==> src/rtl/countdown_timer.sv <==
// Programmable countdown timer with pause/resume, optional auto-reload,
// a one-cycle done pulse on each expiry and a wrapping expiry counter.
module countdown_timer #(
  parameter int WIDTH     = 32,
  parameter int DECREMENT = 1,
  parameter int EXPW      = 8
) (
  input  logic             clk,
  input  logic             rst,
  input  logic             load,
  input  logic [WIDTH-1:0] load_value,
  input  logic             start,
  input  logic             pause,
  input  logic             reload_en,
  output logic [WIDTH-1:0] count,
  output logic             busy,
  output logic             done,
  output logic [EXPW-1:0]  expirations
);

  typedef enum logic [1:0] {
    IDLE = 2'd0,
    RUN  = 2'd1,
    HOLD = 2'd2
  } state_t;

  localparam logic [WIDTH-1:0] DEC = WIDTH'(DECREMENT);

  if (DECREMENT < 1) begin : g_bad_decrement
    $error("countdown_timer: DECREMENT must be at least 1");
  end

  state_t           state;
  logic [WIDTH-1:0] reload_reg;

  // Timer FSM: load beats start beats pause; busy and done are kept as
  // registers alongside the state so every output comes straight from a flop.
  always_ff @(posedge clk or negedge rst) begin
    if (!rst) begin
      state       <= IDLE;
      count       <= '0;
      reload_reg  <= '0;
      busy        <= 1'b0;
      done        <= 1'b0;
      expirations <= '0;
    end else begin
      done <= 1'b0;
      if (load) begin
        count      <= load_value;
        reload_reg <= load_value;
        state      <= IDLE;
        busy       <= 1'b0;
      end else begin
        case (state)
          IDLE: begin
            // A zero count has nothing to time, so start is ignored.
            if (start && (count != '0)) begin
              state <= RUN;
              busy  <= 1'b1;
            end
          end
          RUN: begin
            // start outranks pause, and start in RUN simply keeps counting.
            if (pause && !start) begin
              state <= HOLD;
            end else if (count > DEC) begin
              count <= count - DEC;
            end else begin
              done        <= 1'b1;
              expirations <= expirations + EXPW'(1);
              // A zero reload value would fire done every cycle; stop instead.
              if (reload_en && (reload_reg != '0)) begin
                count <= reload_reg;
              end else begin
                count <= '0;
                state <= IDLE;
                busy  <= 1'b0;
              end
            end
          end
          HOLD: begin
            if (start) begin
              state <= RUN;
            end
          end
          default: begin
            state <= IDLE;
            busy  <= 1'b0;
          end
        endcase
      end
    end
  end

endmodule

==> config.mk <==
export PLATFORM = sky130hd
export DESIGN_NAME = countdown_timer
export DESIGN_NICKNAME = d
export VERILOG_FILES = /design/src/rtl/countdown_timer.sv
export SDC_FILE = /design/constraint.sdc
export NUM_CORES = 1
export LEC_CHECK = 0
export ABC_AREA = 1
export BUFFER_PORTS_ARGS = -buffer_cell sky130_fd_sc_hd__buf_2
export CORE_UTILIZATION = 32
export DETAILED_ROUTE_END_ITERATION = 6
export MAX_ROUTING_LAYER = met4
export PLACE_DENSITY = 0.5
export SYNTH_ARGS = -nofsm -noshare
export SYNTH_HDL_FRONTEND = slang
export SYNTH_SLANG_ARGS = --single-unit
==> constraint.sdc <==
create_clock -name clk -period 1.7 [get_ports clk]
set_clock_uncertainty 0.1 [all_clocks]
set_input_delay 0.17 -clock clk [delete_from_list [all_inputs] [get_ports clk]]
set_output_delay 0.17 -clock clk [all_outputs]
set_load 0.02 [all_outputs]
---- After elaboration in Yosys (flattened, before gate mapping) ----
Index checks and enable logic that the tools add are counted.
word-level totals
  flip-flop bits (word level) ............. 76
  bits of input ports ..................... 38
operators by class
  equal/unequal tests ..................... 11
  $add $sub $neg .......................... 2
  magnitude comparators ................... 1
  reduce and logical (&&, ||, !) cells .... 12
  mux-type cells .......................... 22
  bitwise logic cells ..................... 3
operator list
  cell                                                                   count
  32-bit two-way mux                                                     5
  32-bit nonzero test                                                    2
  32-bit by 1-bit > comparator with 1-bit output, second input constant  1
  32-bit by 1-bit subtractor with 32-bit output, second input constant   1
  3-bit inequality test, second input constant                           5
  2-bit two-way mux                                                      6
  1-bit two-way mux                                                      9
  8-bit by 1-bit adder with 8-bit output, second input constant          1
  4-bit inequality test, second input constant                           2
  4-bit AND reduction                                                    2
  2-bit one-hot mux with 3 select lines                                  1
  5-bit AND reduction                                                    1
  2-bit inequality test, second input constant                           2
  1-bit logical AND                                                      3
  1-bit NOT                                                              3
  1-bit one-hot mux with 3 select lines                                  1
  2-bit by 1-bit equality test with 1-bit output, second input constant  1
  2-bit equality test, second input constant                             1
  2-bit logical NOT                                                      1
  2-bit AND reduction                                                    1
  2-bit nonzero test                                                     1
  1-bit logical NOT                                                      1

---- Logic depth before layout (Yosys ltp) ----
  word-level depth ........................ 7
  depth in mapped cells ................... 13
  depth with buffers taken out ............ 13

---- Worst setup path before layout ----
Ideal clock, no wire load.
  path kind ............................... reg-to-reg
  from .................................... register count[0]
  to ...................................... register count[21]
  setup slack ............................. -0.216 ns
  arrival ................................. 1.692 ns
  stages on the path, launching flop included .. 12
  library setup time ...................... 0.124 ns
  period minus slack after synthesis ...... 1.916 ns
  path through ............................ dfrtp_1 -> inv_1 -> ha_1 -> nor2_1 -> nor2_2 -> nand3_4 -> inv_2 -> nand2_4 -> buf_6 -> nand2_1 -> o211ai_1 -> nand2_1
on the way
  longest elaborated chain between the ends .. 5
ends and longest elaborated chain
  element                                                                                                          line    RTL
  from (decl)                                                                                                      15      output logic [WIDTH-1:0] count,
  from (signal assigned)                                                                                           49      count <= load_value;
  from (signal assigned)                                                                                           67      count <= count - DEC;
  from (signal assigned)                                                                                           73      count <= reload_reg;
  32-bit by 1-bit subtractor with 32-bit output or 32-bit by 1-bit > comparator with 1-bit output (tied branches)  67, 66
  32-bit two-way mux *                                                                                             66      end else if (count > DEC) begin
  32-bit two-way mux *                                                                                             64      if (pause && !start) begin
  32-bit two-way mux *                                                                                             54      case (state)
  32-bit two-way mux *                                                                                             48      if (load) begin
Mark *: on every way between the ends. The rest lies on a longest branch, timed or not. The select of a mux whose other input is x is not followed.
A chain may end at the register's enable or synchronous reset.

---- Final worst setup path ----
  from .................................... register count[1]
  to ...................................... register count[16]
Same word-level chain as after synthesis.

==> metrics.csv <==
metric;value;unit
fp.dieArea;15270;um2
path_clk_slew;60;ps
hpwl;12780;um
grt_antenna_before_repair;0;
min_period_over_period;1.109;
yosys.cell_types.count;40;
cts.htree.levels;3;
critPathRequiredTime;1830;ps
avgRoutedWirePerCell;15.28;um
final_setup_margin;-185.5;ps
leakagePower;0.003862;uW
max_slew_margin;0.7581;
vias;5324;
maxClockFrequency;530.4;MHz
layout_common_cells;nand2_1 (189), buf_4 (129), buf_2 (78);
final-max-slew-violation-count;0;
rr_endpoint;count[16];
tns_setup;-4771;ps
cts_buffers;9;
yosys.area.top_type;dfrtp_1;
tightest_slew;362.8;ps
power.share.combinational;0.360;
drt_iter0_drc;259;
worstPathMaxFanout;6;
ios;80;
p_clk_frac;0.301;
routed_wire_length;17000;um
hold_viol;0;
rr_worst_depth;12;
result_of_the_run;finished with violations;
rr_startpoint;count[1];
num_antenna_cells;0;
chipWidth;123.6;um
fp.dieH;123.6;um
internal_power;4329;uW
clock_tree_from_tritoncts;yes;
critical_path.endpoint;count[16];
cp-end-kind;flop;
seqPwrFrac;0.339;
regToRegSetupSlack;-190;ps
post_placement_worst_setup_slack;-303.9;ps
globalRouteTotalUtil;0.2409;
clock_tree_buf_depth;2;
vias_per_cell;4.788;
power.share.switching;0.3429;
global_route_wire_length_before_repair;26770;um
postSynthRegisterBits;76;
drc_viols;0;
timing.critical_path.from_type;flop;
max-vdd-ir-drop;0.5450;mV
layout.cells.most_common;nand2_1;
clock_sinks;76;
switching_power;2259;uW
maximum_number_of_pins_on_one_net_before_global_route_repair;40;
hold_path.class;input port to flop;
layout_cells_sized_above_1;0.4192;
grt_pass1_vias;5183;
synth.avg_cell_area;7.047;um2
critical_path.startpoint;count[1];
fin_total_pwr;6588;uW
initial_utilization;0.3266;
synth-warning-count;0;
netlist_top_cells_area;dfrtp_1 (40%), nand2_1 (17%), nor2_1 (7.1%);
yosys.area.top_type_share;0.4022;
flow.area_growth_from_synthesis;60.02;%
crit_type;flop to flop;
failing_checks;negative setup slack;
port_buffers;79;
synth.yosys.seq_area_share;0.4022;
std_cell_rows;44;
synth_area;4728;um2
worst_skew_pair_later_pin_latency;340;ps
setup-violations-final;41;
cap_violations;0;
worstPathArrival;2010;ps
nNetsFinal;965;
p_per_area;870.8;nW/um2
floorplan.core_area;14480;um2
drtPass1Iterations;4;
root_buffer;clkbuf_16;
postRouteAntennaNets;0;
final_util;0.5226;
globalRouteOverflowTotal;0;
rsz0062_at_grt;true;
postSynthCellCount;671;
finalCriticalPeriod;1885;ps
mappedNetlistNets;713;
gp_congestion;0.9084;
## cell families after synthesis
group / synth area share
xor+xnor: 0.02778
fa+ha+maj: 0.01059
buf+inv: 0.06906
compound gates: 0.1186
simple gates: 0.3718
flops: 0.4022
## worst min path at each step
| stage | from | end | slack (ps) | depth (start not counted) |
|---|---|---|---|---|
| final | load_value[14] | reload_reg[14] | 10 | 3 |
| after global routing | load_value[27] | reload_reg[27] | 20 | 3 |
| after CTS | load_value[14] | reload_reg[14] | 0.9 | 3 |
| after global placement | rst | reload_reg[6] | -20 | 1 |
| after floorplan | rst | busy | -230 | 0 |
| after detailed placement | rst | reload_reg[6] | -10 | 1 |
## stage by stage
step / hold slack, ps / cells / instance area, um2
finish: 11.99 / 1112 / 7566
global route: 23.96 / 1112 / 7566
CTS: 0.9441 / 1108 / 7278
detailed placement: -11.37 / 1052 / 6406
global placement: -16.62 / 1052 / 6406
floorplan: -225.6 / 671 / 4827
## area by class of cell
cell class,instances,area [um2]
fill,1406,6913
clock buffer,12,256.5
multi-input combinational,515,2925
sequential,76,1933
timing repair buffer,256,1916
tap,184,230.2
inverter,65,257.7
clock inverter,4,47.55
## synthesized netlist by cell type
cell type / count
nor2_4: 3
o211ai_1: 5
buf_1: 1
buf_8: 1
clkbuf_1: 9
o21ai_1: 14
nand3b_1: 2
nor2_1: 90
o21bai_1: 6
and2_1: 2
o21a_1: 3
nand3_1: 43
nand2_1: 215
dfrtp_1: 76
nor2_2: 12
inv_1: 60
clkinv_2: 1
xor2_1: 11
nand4_1: 10
a21boi_0: 5
buf_2: 2
nand3_2: 1
xnor2_1: 4
ha_1: 4
a21oi_1: 22
a21oi_2: 5
inv_2: 3
nand3_4: 1
buf_6: 1
or2_2: 1
nand2_4: 2
nor2_8: 3
nor3_1: 2
clkinv_1: 1
buf_4: 1
and3_1: 1
nor3_2: 1
o21ai_0: 37
nand2_2: 9
o21ai_2: 1
## critical path: stages (launching register included)
cell	delay [ps]
dfrtp_2	420
inv_4	80
ha_4	170
nand2_4	80
nor2_4	190
buf_6	140
nand2_4	50
buf_6	120
xor2_1	130
nor2_1	100
a21oi_1	50
nand2_1	70
nand3_1	60
## routing by layer
metal / global-route usage / part of all wire
met1: 0.3124 / 0.46
met2: 0.3907 / 0.49
met3: 0.04151 / 0.037
met4: 0.05648 / 0.012
met5: - / 0
## timing repair
item / in CTS / in global routing
pin swaps: 12 / 27
buffers inserted: 9 / 4
hold endpoints to repair: 120 / 0
hold buffers: 31 / 0
setup endpoints to repair: 43 / 42
gates resized for setup: 51 / 76
## power by group through the flow
stage	Sequential, uW	Combinational, uW	Clock (uW)
after global routing	2260	2590	2100
final	2230	2370	1990
after global placement	2230	2090	0
after floorplan	2440	815	0
after detailed placement	2230	2100	0
after CTS	2220	2270	2040
(Power assumes the default switching activity.)
